--- config.mk ---
export PLATFORM = sky130hd
export DESIGN_NAME = fp32_div_seq
export DESIGN_NICKNAME = d
export VERILOG_FILES = /design/src/rtl/fp32_div_seq.sv
export SDC_FILE = /design/constraint.sdc
export NUM_CORES = 1
export LEC_CHECK = 0
export ABC_AREA = 0
export BUFFER_PORTS_ARGS = -buffer_cell sky130_fd_sc_hd__buf_2
export CORE_MARGIN = 2
export CORE_UTILIZATION = 55
export CTS_BUF_LIST = sky130_fd_sc_hd__clkbuf_8
export CTS_CLUSTER_DIAMETER = 120
export CTS_CLUSTER_SIZE = 16
export DETAILED_ROUTE_END_ITERATION = 10
export PLACE_DENSITY = 0.89
export REMOVE_ABC_BUFFERS = 1
export SYNTH_ARGS = -nofsm -noshare
export SYNTH_HDL_FRONTEND = slang
export SYNTH_SLANG_ARGS = --single-unit
--- constraint.sdc ---
create_clock -name clk -period 4 [get_ports clk]
set_input_delay 0 -clock clk [delete_from_list [all_inputs] [get_ports clk]]
set_output_delay 0 -clock clk [all_outputs]
set_load 0.01 [all_outputs]
--- src/rtl/fp32_div_seq.sv ---
// Sequential IEEE-754 single-precision divider (a / b).
// Restoring division yields one quotient bit per clock, then one cycle normalises and rounds.
module fp32_div_seq #(
  parameter bit BYPASS_SPECIAL = 1'b1
) (
  input  logic        clk,
  input  logic        rst_n,
  input  logic        in_valid,
  output logic        in_ready,
  input  logic [31:0] a,
  input  logic [31:0] b,
  output logic        out_valid,
  input  logic        out_ready,
  output logic [31:0] result,
  output logic        exception,
  output logic        overflow,
  output logic        underflow
);

  // Handshake: a transfer happens on any rising edge where valid && ready are both high.
  // The producer holds its payload stable while valid is high and ready is low.
  typedef enum logic [1:0] {IDLE, CALC, NORM, DONE} state_t;

  state_t      state, state_next;
  logic [7:0]  exp_a, exp_b;
  logic        sign_q;
  logic        spec_exc, spec_zero;
  logic [24:0] rem;
  logic [23:0] div;
  logic [25:0] quo;
  logic [4:0]  iter;

  logic        in_exc, in_zero;
  logic [24:0] rem_sub;
  logic        rem_ge;

  logic [9:0]  e_n, e_r;
  logic [22:0] m_n;
  logic [23:0] m_r;
  logic        guard, sticky, round_up;
  logic        norm_ovf, norm_unf;

  assign in_exc  = (a[30:23] == 8'hFF) || (b[30:23] == 8'hFF) || (b[30:23] == 8'h00);
  assign in_zero = !in_exc && (a[30:23] == 8'h00);

  assign rem_sub = rem - {1'b0, div};
  assign rem_ge  = (rem >= {1'b0, div});

  assign in_ready  = (state == IDLE);
  assign out_valid = (state == DONE);

  always_ff @(posedge clk or negedge rst_n) begin
    if (!rst_n) state <= IDLE;
    else        state <= state_next;
  end

  always_comb begin
    state_next = state;
    case (state)
      IDLE: if (in_valid) state_next = ((in_exc || in_zero) && BYPASS_SPECIAL) ? NORM : CALC;
      CALC: if (iter == 5'd25) state_next = NORM;
      NORM: state_next = DONE;
      DONE: if (out_ready) state_next = IDLE;
      default: state_next = IDLE;
    endcase
  end

  // Quotient q[25] set means a's mantissa >= b's, so the leading one sits one place higher.
  always_comb begin
    if (quo[25]) begin
      m_n    = quo[24:2];
      guard  = quo[1];
      sticky = quo[0] | (|rem);
      e_n    = {2'b00, exp_a} - {2'b00, exp_b} + 10'd127;
    end else begin
      m_n    = quo[23:1];
      guard  = quo[0];
      sticky = |rem;
      e_n    = {2'b00, exp_a} - {2'b00, exp_b} + 10'd126;
    end
    round_up = guard & (sticky | m_n[0]);
    m_r      = {1'b0, m_n} + {23'd0, round_up};
    e_r      = m_r[23] ? e_n + 10'd1 : e_n;
    norm_ovf = ($signed(e_r) >= 10'sd255);
    norm_unf = ($signed(e_r) <= 10'sd0);
  end

  always_ff @(posedge clk or negedge rst_n) begin
    if (!rst_n) begin
      exp_a     <= '0;
      exp_b     <= '0;
      sign_q    <= 1'b0;
      spec_exc  <= 1'b0;
      spec_zero <= 1'b0;
      rem       <= '0;
      div       <= '0;
      quo       <= '0;
      iter      <= '0;
      result    <= '0;
      exception <= 1'b0;
      overflow  <= 1'b0;
      underflow <= 1'b0;
    end else begin
      case (state)
        IDLE: if (in_valid) begin
          exp_a     <= a[30:23];
          exp_b     <= b[30:23];
          sign_q    <= a[31] ^ b[31];
          spec_exc  <= in_exc;
          spec_zero <= in_zero;
          rem       <= {2'b01, a[22:0]};
          div       <= {1'b1, b[22:0]};
          quo       <= '0;
          iter      <= '0;
          result    <= '0;
          exception <= 1'b0;
          overflow  <= 1'b0;
          underflow <= 1'b0;
        end
        CALC: begin
          // Remainder stays below the divisor after each step, so the shift never loses a bit.
          if (rem_ge) begin
            rem <= {rem_sub[23:0], 1'b0};
            quo <= {quo[24:0], 1'b1};
          end else begin
            rem <= {rem[23:0], 1'b0};
            quo <= {quo[24:0], 1'b0};
          end
          iter <= iter + 5'd1;
        end
        NORM: begin
          if (spec_exc) begin
            result    <= 32'hFFFF_FFFF;
            exception <= 1'b1;
          end else if (spec_zero) begin
            result <= 32'h0000_0000;
          end else if (norm_ovf) begin
            result   <= 32'hFFFF_FFFF;
            overflow <= 1'b1;
          end else if (norm_unf) begin
            result    <= 32'h0000_0000;
            underflow <= 1'b1;
          end else begin
            result <= {sign_q, e_r[7:0], m_r[22:0]};
          end
        end
        default: ;
      endcase
    end
  end

endmodule
Word level (Yosys, flattened, before mapping). Index checks and enable logic that the tools add are counted.

$add $sub $neg: 7. Magnitude comparators: 3. Eq/ne operators: 15. Multiplexer cells: 36. Bitwise operators: 4. Reduce and logical (&&, ||, !) cells: 18.

Operators by type and width (number): two-way mux 32 bit (5); case mux 32 bit (2 select lines) (1); case mux 26 bit (2 select lines) (1); two-way mux 25 bit (2); case mux 25 bit (2 select lines) (1); two-way mux 26 bit (1); >= comparator 25 x 24 -> 1 bit (1); OR reduction 25 bit (1); adder 23 x 1 -> 24 bit (1); subtractor 24 bit (1); two-way mux 23 bit (1); two-way mux 10 bit (2); equality test 8 bit (second input constant) (2); zero test 8 bit (2); != test 2 bit (second input constant) (8); two-way mux 1 bit (12); adder 10 x 1 -> 10 bit (second input constant) (1); adder 10 x 7 -> 10 bit (second input constant) (1); adder 9 x 8 -> 10 bit (second input constant) (1); >= comparator 10 x 9 -> 1 bit (second input constant) (1); less-or-equal comparator 10 x 1 -> 1 bit (second input constant) (1); case mux 5 bit (2 select lines) (1); subtractor 8 x 8 -> 9 bit (1); two-way mux 2 bit (4); 20 further kinds (30).

Flip-flop bits (word level): 136. Input port bits: 68. Output and inout port bits: 37. Logic and storage cells: 97.

Logic depth before layout (Yosys ltp). Gate-level depths: netlist (run 1).

Word-level depth: 13. Depth in mapped cells: 18. Mapped depth without buffers: 16.

Least setup slack after synthesis (run 1). OpenSTA, ideal clock, no wires.

Path kind: register -> register. Start point: reg quo[25]. End point: reg result[22]. Library setup time: 0.126 ns. Arrival time: 4.115 ns. Required time: 3.874 ns. Slack: -0.241 ns. Cell stages (with the launch flop): 18. Path buffers: 6. Clock period less this slack: 4.241 ns. Path through: dfrtp_1 -> buf_4 -> buf_6 -> clkbuf_1 -> clkbuf_1 -> clkbuf_1 -> clkbuf_1 -> mux2_2 -> ha_1 -> nand3_1 -> nor2_1 -> and2_0 -> and3_1 -> o2111ai_1 -> nor3_1 -> nand3_1 -> o21a_1 -> a221o_1.

Cells in the longest elaborated chain, start to end: 11. Elaborated cells on any way between the ends: 16. Classes of those cells: 2 x add/sub; 2 x order compare; 10 x mux; 2 x bitwise.

Ends and longest elaborated chain: start: declaration (RTL line 30) `logic [25:0] quo;`; start signal: assignment (RTL line 124) `quo <= {quo[24:0], 1'b1};`; start signal: assignment (RTL line 127) `quo <= {quo[24:0], 1'b0};`; two-way mux 1 bit or two-way mux 23 bit (tied branches) (RTL line 70) `if (quo[25]) begin`; OR 1 bit (RTL line 81) `round_up = guard & (sticky | m_n[0]);`; bitwise AND 1 bit (RTL line 81); adder 23 x 1 -> 24 bit (RTL line 82) `m_r = {1'b0, m_n} + {23'd0, round_up};`; two-way mux 10 bit (RTL line 83) `e_r = m_r[23] ? e_n + 10'd1 : e_n;`; less-or-equal comparator 10 x 1 -> 1 bit (RTL line 85) `norm_unf = ($signed(e_r) <= 10'sd0);`; two-way mux 32 bit (RTL line 140) `end else if (norm_unf) begin`; two-way mux 32 bit (*) (RTL line 137) `end else if (norm_ovf) begin`; two-way mux 32 bit (*) (RTL line 135) `end else if (spec_zero) begin`; two-way mux 32 bit (*) (RTL line 132) `if (spec_exc) begin`; case mux 32 bit (2 select lines) (*) (RTL line 104) `case (state)`; end signal: assignment (RTL line 144) `result <= {sign_q, e_r[7:0], m_r[22:0]};`; end: declaration (RTL line 14) `output logic [31:0] result,`.

Mark *: on every way between the ends. The rest lies on a longest branch, timed or not. A chain may end at the register's enable or synchronous reset.

Worst setup path in the final report (run 1).
Start point: reg exp_a[1]. End point: reg overflow.

Cells in the longest elaborated chain, start to end: 8. Elaborated cells on any way between the ends: 9. Classes of those cells: 4 x add/sub; 1 x order compare; 1 x eq/ne; 2 x mux; 1 x reduce/logical.

Ends and longest elaborated chain: start: declaration (RTL line 25) `logic [7:0] exp_a, exp_b;`; start signal: assignment (RTL line 106) `exp_a <= a[30:23];`; subtractor 8 x 8 -> 9 bit (*) (RTL line 74, 79); adder 10 x 7 -> 10 bit or adder 9 x 8 -> 10 bit (tied branches) (RTL line 74, 79); two-way mux 10 bit (*) (RTL line 70); adder 10 x 1 -> 10 bit (RTL line 83); two-way mux 10 bit (*) (RTL line 83); >= comparator 10 x 9 -> 1 bit (*) (RTL line 84) `norm_ovf = ($signed(e_r) >= 10'sd255);`; != test 2 bit (no line) (*); AND reduction 5 bit (no line) (*); end signal: assignment (RTL line 101) `overflow <= 1'b0;`; end signal: assignment (RTL line 117) `overflow <= 1'b0;`; end signal: assignment (RTL line 139) `overflow <= 1'b1;`; end: declaration (RTL line 16) `output logic overflow,`.

Marks and branches as above.

==> metrics.txt, run 1 <==
WL/cell ~19 um; mux cell area share after synthesis 0.03574; Synth Area in XOR/XNOR 0.06898; clock buffer depth 2; number of placement rows 46; Clock Sinks roughly 140; first-pass GRT wire length about 41000 um; VDD IR max 0.5890 mV; critical path capture point type register; Initial DRT Pass Iterations 6; DRC viols 0; WP data required ~4.3 ns; crit path cell chain ha_4 -> nor2b_4 -> nor2_2 -> xnor2_1 -> ha_2 -> nand4_1 -> mux2_4 -> o2bb2ai_4 -> mux2_4 -> a221oi_4 -> xor2_2 -> a311oi_2 -> buf_4 -> buf_4 -> or4_1 -> o221ai_2 -> o31ai_1; Die X 131.9 um; final hold vios 0; Die Y around 130 um; routed vias/inst roughly 6.3; gr ovfl total 0; Hold Path Class in -> reg; Synth Instances a little under 1000; Clock Latency Late Sink between 0.4 and 0.5 ns; FMAX approximately 240 MHz; Synth Area in Simple Gates 0.1595; max-cap viol count 0; Final Core Density 0.6908; post-synthesis sequential area ratio 0.3783; Critical Path Source Type register; Mean Syn Cell Area a little over 9 um2; Yosys reg bits 136; Worst-path clk slew ~0.070 ns; synthesized area between 8000 and 9000 um2; worst hold slack 0.1333 ns; failing checks negative setup slack; initial antenna violation count 1; final setup TNS -2.277 ns; async set-reset flop share out of synthesis 1.000; post-layout min period approximately 4.1 ns; Netlist cell types 85; area delta synth->final 22.40%; slowest cell on the critical path or4_1; Critical Path AT ~4.5 ns; kind of critical path reg -> reg; most common cell after layout, fill and taps aside dfrtp_1; Overall Global Routing Usage 0.2864; core area about 16000 um2; Tightest Pin Transition about 1.2 ns; Buf+Inv Stages, Crit Path 2; storage element area about 3400 um2; Ports 105; worst clock skew 0.01297 ns; Setup WS post-layout -0.1475 ns; final cycle utilization of the critical path 1.037; Setup-failing EPs final 31; CTS Root Cell clkbuf_8; vias 8661; # fillers 1138; cell area power density between 1000 and 1500 nW/um2; DP Wirelength ~16000 um; Initial DRC Count between 900 and 1000; most frequent cells in the layout dfrtp_1, buf_2, nand2_1, o21ai_0, nor2_1; CTS Buf Count 17; H-Tree Depth 4; RSZ-0062 raised after global routing yes; headroom to the max-slew limit 0.1929; leak pwr a little under 5 nW; pin count of the biggest net entering global routing about 110; Yosys warning count 0; share of layout cells above drive strength 1 0.1901; outcome finished, violations left; final net count 1270; Placement Setup Slack -0.2275 ns; vias in the first global route 8287; multi-input combinational cell area between 5000 and 6000 um2; wirelength, routed between 20000 and 30000 um; Post-DRT Antenna Nets 0; largest family of logic cells by synthesized area compound AO/OA/AOI/OAI gates; pins over their slew limit 0; Initial Util 0.5644; number of synthesized flops with an enable pin 0; Die ar. approximately 17000 um2; Synth Area in Compound Gates 0.2422; Main synth FF type dfrtp_1; critical path peak fanout 7; CTS tree done; port bufs 104; Largest stage delay, worst path 0.50 ns; Post-Synth Adder-Cell Area 0.06202; delay-heaviest family, CP compound AO/OA/AOI/OAI gates; GP Congestion around 0.90
-- synth_stat cells, drive strengths merged (6+ instances only) --
cell | instances | area share
dfrtp | 136 | 0.38
nand2 | 100 | 0.042
o21ai | 90 | 0.050
nor2 | 72 | 0.031
a21oi | 63 | 0.036
inv | 51 | 0.021
clkbuf | 46 | 0.019
ha | 43 | 0.060
xnor2 | 37 | 0.036
xor2 | 33 | 0.033
a221o | 31 | 0.034
nand3 | 24 | 0.014
a22o | 22 | 0.021
a21o | 19 | 0.016
nor3 | 17 | 0.0095
mux2i | 16 | 0.018
buf | 15 | 0.012
nand4 | 15 | 0.011
mux2 | 14 | 0.018
a22oi | 12 | 0.010
nor4 | 11 | 0.0093
nor2b | 10 | 0.0070
a31oi | 8 | 0.0056
o21a | 8 | 0.0067
and2 | 7 | 0.0049
o22ai | 7 | 0.0056
a211oi | 6 | 0.0050
and3 | 6 | 0.0042
nand2b | 6 | 0.0045
or3 | 6 | 0.0053
-- state kept, by name, indices dropped and copies added, names as in the netlist --
signal     count
div           24
exception      1
exp_a          8
exp_b          8
iter           5
overflow       1
quo           26
rem           25
result        32
sign_q         1
spec_exc       1
spec_zero      1
state          2
underflow      1
-- final timing paths --
| check | start | to | slack, ns | depth (start not counted) |
|---|---|---|---|---|
| min in group asynchronous | rst_n | exp_a[7] | 0.25 | 2 |
| setup reg to reg | exp_a[1] | overflow | -0.15 | 17 |
| hold / removal | out_ready | state[1] | 0.13 | 4 |
| max in group asynchronous | rst_n | rem[2] | 2.74 | 3 |
| hold reg to reg | div[23] | div[23] | 0.48 | 2 |
| setup / recovery | exp_a[1] | overflow | -0.15 | 17 |
-- metal layers --
layer  up-vias  GRT usage  wire length (um)
li1       3930          -                 -
met3       102    0.06036              1898
met2       478     0.4832             12840
met1      4151     0.3618             10360
met5         -          0                 0
met4         0     0.1093               942
-- logic make-up after synthesis --
logic type / count (synthesis)
AO/OA/AOI/OAI: 309
multiplexers: 30
flip-flops: 136
AND/OR/NAND/NOR: 292
buffers and inverters: 113
XOR/XNOR: 70
adder cells (fa/ha/maj): 44
-- worst min-delay path, delay by kind of cell --
family          cells  cell delay [ns]
buf+inv             1             0.10
compound gates      3             0.45
-- per-stage QoR --
| step | instances | instance area (um2) | total power [mW] |
|---|---|---|---|
| CTS | 1372 | 10780 | 10.84 |
| floorplan | 933 | 8713 | 7.527 |
| global placement | 1274 | 9697 | 9.128 |
| finish | 1385 | 11010 | 11.68 |
| detailed placement | 1274 | 9697 | 9.433 |
| global route | 1385 | 11010 | 12.48 |
-- report_power, final --
part | leakage [nW] | switching, mW | internal, mW
Sequential | 1.71 | 0.412 | 1.94
Clock | 0.207 | 0.523 | 0.580
Combinational | 2.89 | 4.79 | 3.43
-- final cells by class --
cell class,instances,area share
diodes,1,0.0002272
inverters,52,0.01772
clock inverters,9,0.008066
flip-flops and latches,136,0.3091
well taps,216,0.02454
repair buffers,203,0.1362
clock buffers,20,0.02499
multi-input cells,748,0.4791
-- repair_timing --
item / 4_1_cts / 5_1_grt
setup endpoints to repair: 31 / 34
gates resized for setup: 8 / 18
gates cloned: 2 / 4
hold buffers: 65 / 0
hold endpoints to repair: 169 / 0
pin swaps: 4 / 19
setup buffers: 2 / 8
Power figures use the tool's default switching activity.
==> run 2: changes to the inputs <==
- ABC_AREA: 0 -> 1
- CORE_UTILIZATION: 55 -> 56
- PLACE_DENSITY: 0.89 -> 0.9
==> run 2 against run 1 <==
  * The run now ends clean
  * Area after synthesis grew 3.9%
  * Global-route usage decreased by 0.80 points
  * First-iteration DRC count shrank 16%
  * Setup slack improved by 0.57 ns
  * Register-to-register slack better by 0.57 ns
  * Fmax up 16%
  * Count of clock-buffer cells in the layout shrank 3
  * Critical path depth grew 2
  * Cell area up 1.1%
  * Critical path type unchanged
==> metrics.txt, run 2 <==
Initial DRT Pass Iterations 5 (was 6); Main synth FF type dfrtp_1 (unchanged); wirelength, routed 24150 um (was 26040 um); Critical Path Source Type register (unchanged); Yosys warning count 0 (unchanged); placed instance area 9996 um2 (was 9697 um2); Die X 133.2 um (was 131.9 um); synthesized area 9350 um2 (was 8997 um2); Worst-path clk slew 0.09 ns (was 0.07 ns); clock buffer depth 2 (unchanged); number of synthesized flops with an enable pin 0 (unchanged); most common cell after layout, fill and taps aside nand2_1 (was dfrtp_1); DRC viols 0 (unchanged); WL/cell 13.74 um (was 18.80 um); Highest Signal Layer met4 (unchanged); met2 wire len 11940 um (was 12840 um); Clock Latency Late Sink 0.46 ns (about the same); number of placement rows 47 (was 46); Die ar. 17750 um2 (was 17400 um2); RSZ-0062 raised after global routing no (was yes); max reg flops 32 (unchanged); Initial Util 0.5679 (was 0.5644); Overall Global Routing Usage 0.2784 (was 0.2864); WP data required 4.39 ns (was 4.32 ns); Clock Sinks 136 (unchanged); CP Launch Point exp_a[1] (unchanged); most frequent cells in the layout nand2_1, inv_1, dfrtp_1, buf_2, o21ai_0 (was dfrtp_1, buf_2, nand2_1, o21ai_0, nor2_1); routed vias/inst 5.384 (was 6.253); met3 wire len 1333 um (was 1898 um); Placement Setup Slack 0.4046 ns (was -0.2275 ns); pin count of the biggest net entering global routing 85 (was 107); mux cell area share after synthesis 0 (was 0.03574); CTS Root Cell clkbuf_8 (unchanged); Setup WS post-layout 0.4274 ns (was -0.1475 ns); final cycle utilization of the critical path 0.8932 (was 1.037); CTS tree done (unchanged); pins over their slew limit 0 (unchanged); Hold Path Class in -> reg (unchanged); area delta synth->final 19.07% (was 22.40%); Setup-failing EPs final 0 (was 31); async set-reset flop share out of synthesis 1.000 (unchanged); share of layout cells above drive strength 1 0.1132 (was 0.1901); outcome complete, no violations (was finished, violations left); Netlist cell types 39 (was 85); Ports 105 (unchanged); # fillers 1336 (was 1138); Setup Buffers After CTS 0 (was 2); final hold vios 0 (unchanged); post-synth top area share 0.3640 (was 0.3783); initial antenna violation count 0 (was 1); # diodes 0 (was 1); CTS Buf Count 17 (unchanged); post-synthesis sequential area ratio 0.3640 (was 0.3783); met1 wire length 10100 um (was 10360 um); design area 11130 um2 (was 11010 um2); Most common cell on crit path nand2_1; critical path capture point type register (unchanged); commonest cells in the synthesized netlist nand2_1, inv_1, dfrtp_1, o21ai_0, nor2_1 (was dfrtp_1, nand2_1, o21ai_0, nor2_1, a21oi_1); FMAX 279.9 MHz (was 241.1 MHz); port bufs 104 (unchanged); worst hold slack 0.06156 ns (was 0.1333 ns); Post-DRT Antenna Nets 0 (unchanged); headroom to the max-slew limit 0.3260 (was 0.1929); Die Y 133.2 um (was 131.9 um); Synth Area in XOR/XNOR 0.02904 (was 0.06898); GP Congestion 0.9213 (was 0.9000); Largest stage delay, worst path 0.59 ns (was 0.50 ns); top flop regs result (32), quo (26), rem (25) (unchanged); worst clock skew 0.01563 ns (was 0.01297 ns); largest family of logic cells by synthesized area simple AND/OR/NAND/NOR gates (was compound AO/OA/AOI/OAI gates); max-cap viol count 0 (unchanged); slowest cell on the critical path nor2_4 (was or4_1); Final Non-Filler Cells 1757 (was 1385); Yosys reg bits 136 (unchanged); Synth Area in Simple Gates 0.2933 (was 0.1595); kind of critical path reg -> reg (unchanged); Worst Hold Launch in_valid (was out_ready); Post-Synth Adder-Cell Area 0.05968 (was 0.06202); gr ovfl total 0 (unchanged); vias in the first global route 9044 (was 8287); Synth Instances 1374 (was 994); Synth area leaders dfrtp_1, nand2_1, inv_1 (was dfrtp_1, ha_1, o21ai_0); core area 16470 um2 (was 15940 um2); critical path peak fanout 32 (was 7); DP Cell Count 1659 (was 1274); Tightest Pin Transition 1.007 ns (was 1.206 ns); DP Wirelength 16030 um (was 15750 um); crit path cell chain ha_1 -> nand2_1 -> nand2_1 -> nand2_1 -> nand2_1 -> ha_1 -> nand2_1 -> nand2_1 -> nand2_1 -> nand2_1 -> nor2_2 -> nand4_2 -> nor2_2 -> inv_1 -> o21ai_2 -> nand3_2 -> nor2_4 -> nand2_1 -> nand2_1 (was ha_4 -> nor2b_4 -> nor2_2 -> xnor2_1 -> ha_2 -> nand4_1 -> mux2_4 -> o2bb2ai_4 -> mux2_4 -> a221oi_4 -> xor2_2 -> a311oi_2 -> buf_4 -> buf_4 -> or4_1 -> o221ai_2 -> o31ai_1); final net count 1636 (was 1270); top-count cell post-synth nand2_1 (was dfrtp_1); Synth Area in Compound Gates 0.1439 (was 0.2422); cell taking the most area after synthesis dfrtp_1 (unchanged); Critical Path AT 3.97 ns (was 4.47 ns); first-pass GRT wire length 40750 um (was 40680 um); vias 9459 (was 8661); Mean Syn Cell Area 6.805 um2 (was 9.052 um2); reg2reg start exp_a[1] (unchanged); Initial DRC Count 828 (was 986); post-layout min period 3.573 ns (was 4.147 ns); Largest Register result (unchanged); H-Tree Depth 4 (unchanged)
==> run 2: area by class of cell <==
type	instances	area, um2	share of cell area
inverter	205	772.0	0.06934
tap	220	275.3	0.02472
clock buffer	17	234.0	0.02102
timing repair buffer	180	1275	0.1145
clock inverter	15	235.2	0.02113
multi-input combinational	984	4938	0.4436
sequential	136	3403	0.3057
==> run 2: metrics by stage <==
stage                     TNS (ns)  utilization
final                            0       0.6761
after detailed placement         0       0.6071
after global placement           0       0.6071
after global routing             0       0.6761
after floorplan             -2.599            -
after CTS                        0       0.6757
==> run 2: cell families (layout without fill, tap and decap cells) <==
logic type / after synthesis / count (layout)
compound gates: 242 / 242
xor+xnor: 31 / 31
fa+ha+maj: 44 / 44
buf+inv: 254 / 417
flops: 136 / 136
simple gates: 667 / 667
==> run 2: worst paths after layout <==
check / cells past startpoint / slack (ns) / endpoint
max: 19 / 0.43 / result[0]
min: 3 / 0.06 / div[23]
max reg2reg: 19 / 0.43 / result[0]
min reg2reg: 2 / 0.47 / div[23]
max in group asynchronous: 3 / 2.62 / rem[13]
min in group asynchronous: 2 / 0.13 / result[30]
==> run 2: what timing repair did <==
item | in CTS | in global routing
hold buffers | 66 | 0
hold endpoints to repair | 147 | 0
endpoints found under the setup margin | 0 | 4
gates resized for setup | 0 | 3
==> run 2: critical path: cells and delay by family (launching register included) <==
family	cells	cell delay (ns)
flops	1	0.39
compound gates	1	0.24
simple gates	15	2.11
buf+inv	1	0.07
fa+ha+maj	2	0.69
==> run 2: per-layer routing <==
layer,global-route usage,vias up
met3,0.05023,84
met4,0.1017,0
met1,0.3455,4321
li1,-,4693
met5,0,-
met2,0.4879,361
Power of run 2 is left out: the tool's default activity adds up to more than one toggle a clock period on the data nets, which glitch-free logic cannot reach.
==> run 3: changes to the inputs <==
- MAX_ROUTING_LAYER: not set -> met4
==> run 3 against run 2 <==
  * Critical path depth stayed put
  * Core utilization is 0.54 points lower
  * First-iteration DRC count is 5.0% lower
  * Clock skew is 0.0025 ns higher
  * Fmax is 0.54% higher
  * Register-to-register slack better by 0.02 ns
  * Global-route usage is 0.64 points higher
  * Final cell count is 0.11% lower
  * Count of clock-buffer cells in the layout is 4 higher
  * Routed wire length is 1.3% lower
  * Sequential share of layout area is 0.25 points higher
  * Largest cell class unchanged
==> metrics.txt, run 3 (synthesis gave the netlist of run 2 again) <==
outcome complete, no violations (unchanged); wirelength, routed 23820 um (was 24150 um); FMAX 281.4 MHz (was 279.9 MHz); Worst-path clk slew 0.08 ns (was 0.09 ns); Critical Path Source Type register (unchanged); Initial DRT Pass Iterations 7 (was 5); Clock Sinks 136 (unchanged); most common cell after layout, fill and taps aside nand2_1 (unchanged); most frequent cells in the layout nand2_1, inv_1, dfrtp_1, buf_2, o21ai_0 (unchanged); post-layout min period 3.553 ns (was 3.573 ns); critical path peak fanout 32 (unchanged); Largest stage delay, worst path 0.56 ns (was 0.59 ns); Setup-failing EPs final 0 (unchanged); top flop regs result (32), quo (26), rem (25) (unchanged); kind of critical path reg -> reg (unchanged); Overall Global Routing Usage 0.2849 (was 0.2784); pins over their slew limit 0 (unchanged); Ports 105 (unchanged); Clock Latency Late Sink 0.47 ns (was 0.46 ns); Die Y 133.2 um (unchanged); Die X 133.2 um (unchanged); Post-DRT Antenna Nets 0 (unchanged); Initial Util 0.5679 (unchanged); Initial DRC Count 787 (was 828); # fillers 1350 (was 1336); reg2reg start exp_a[1] (unchanged); port bufs 104 (unchanged); R2R depth 19 (unchanged); placed instance area 9996 um2 (unchanged); GP Congestion 0.9243 (was 0.9213); final net count 1635 (was 1636); Critical Path AT 3.95 ns (was 3.97 ns); vias in the first global route 8922 (was 9044); # diodes 0 (unchanged); Final Core Density 0.6707 (was 0.6761); WL/cell 13.57 um (was 13.74 um); H-Tree Depth 4 (unchanged); headroom to the max-slew limit 0.3343 (was 0.3260); clock buffer depth 2 (unchanged); first-pass GRT wire length 40320 um (was 40750 um); max reg flops 32 (unchanged); gr ovfl total 0 (unchanged); WP data required 4.40 ns (was 4.39 ns); CTS Buf Count 17 (unchanged); slowest cell on the critical path nor2_4 (unchanged); initial antenna violation count 0 (unchanged); area delta synth->final 18.12% (was 19.07%); Worst Hold Launch in_valid (unchanged); Hold Path Sink div[23] (unchanged); final hold vios 0 (unchanged); vias 9339 (was 9459); Tightest Pin Transition 0.9985 ns (was 1.007 ns); pin count of the biggest net entering global routing 107 (was 85); r2r endpoint result[27] (was result[0]); Most common cell on crit path nand2_1 (unchanged); R2R Setup Slk 0.45 ns (was 0.43 ns); final cycle utilization of the critical path 0.8883 (was 0.8932); design area 11040 um2 (was 11130 um2); Hold Path Class in -> reg (unchanged); number of placement rows 47 (unchanged); crit path cell chain ha_1 -> nand2_1 -> nand2_1 -> nand2_1 -> nand2_1 -> ha_1 -> nand2_1 -> nand2_1 -> nand2_1 -> nand2_1 -> nor2_1 -> nand4_2 -> nor2_2 -> inv_1 -> o21ai_2 -> nand3_2 -> nor2_4 -> nand2_1 -> nand2_1 (was ha_1 -> nand2_1 -> nand2_1 -> nand2_1 -> nand2_1 -> ha_1 -> nand2_1 -> nand2_1 -> nand2_1 -> nand2_1 -> nor2_2 -> nand4_2 -> nor2_2 -> inv_1 -> o21ai_2 -> nand3_2 -> nor2_4 -> nand2_1 -> nand2_1); Die ar. 17750 um2 (unchanged); Largest Register result (unchanged); critical path capture point type register (unchanged); CTS tree done (unchanged); CTS Root Cell clkbuf_8 (unchanged); DP Wirelength 15980 um (was 16030 um); routed vias/inst 5.321 (was 5.384); max-cap viol count 0 (unchanged); hold path depth 3 (unchanged); DRC viols 0 (unchanged); worst clock skew 0.01817 ns (was 0.01563 ns); core area 16470 um2 (unchanged); share of layout cells above drive strength 1 0.1121 (was 0.1132); RSZ-0062 raised after global routing no (unchanged)
[run 3: changes by cell type in the layout (fill, tap and decap cells not counted), sizes merged]
cell / change
clkinv: -3
clkbuf: +4
dlygate4sd3: -1
bufinv: -4
clkinvlp: +2
[run 3: through the flow]
step,TNS [ns],instances,hold WS [ns],worst slack [ns]
6_report,0,1755,0.05811,0.4467
4_1_cts,0,1755,0.01987,0.3384
2_1_floorplan,-2.599,1325,-0.2956,-0.2210
3_3_place_gp,0,1659,0.1781,0.5247
5_1_grt,0,1755,0.1085,0.04425
3_5_place_dp,0,1659,0.1910,0.3782
[run 3: timing repair]
item | CTS | global route
hold buffers | 65 | 0
hold endpoints to repair | 169 | 0
setup buffers | 0 | 0
setup endpoints to repair | 0 | 10
gates resized for setup | 0 | 2
[run 3: metal layers]
metal  up-vias  GRT usage  share of wire
met1      4231     0.3437           0.43
met3        99    0.04452          0.046
met5         -          -              0
met4         0     0.1283          0.040
li1       4685          -              -
met2       324     0.4744           0.48
[run 3: how the worst max path moves through the flow]
stage | startpoint | endpoint | slack [ns]
3_3_place_gp | exp_a[1] | result[0] | 0.52
3_5_place_dp | exp_a[1] | result[0] | 0.38
4_1_cts | exp_a[1] | result[0] | 0.34
5_1_grt | exp_a[1] | result[22] | 0.04
2_1_floorplan | state[1] | rem[20] | -0.22
6_report | exp_a[1] | result[27] | 0.45
[run 3: area by class of cell]
type	instances	area (um2)	share of cell area
sequential	136	3403	0.3081
clock inverter	10	103.9	0.009403
tap	220	275.3	0.02492
multi-input combinational	984	4936	0.4469
inverter	205	772.0	0.06990
clock buffer	21	289.0	0.02617
timing repair buffer	179	1265	0.1145
[run 3: critical path, delay by kind of cell, from the launching register on]
kind	cells	cell delay, ns
AO/OA/AOI/OAI	1	0.24
buffers and inverters	1	0.06
adder cells (fa/ha/maj)	2	0.66
AND/OR/NAND/NOR	15	2.11
flip-flops	1	0.39
Power of run 3 is left out for the same reason.
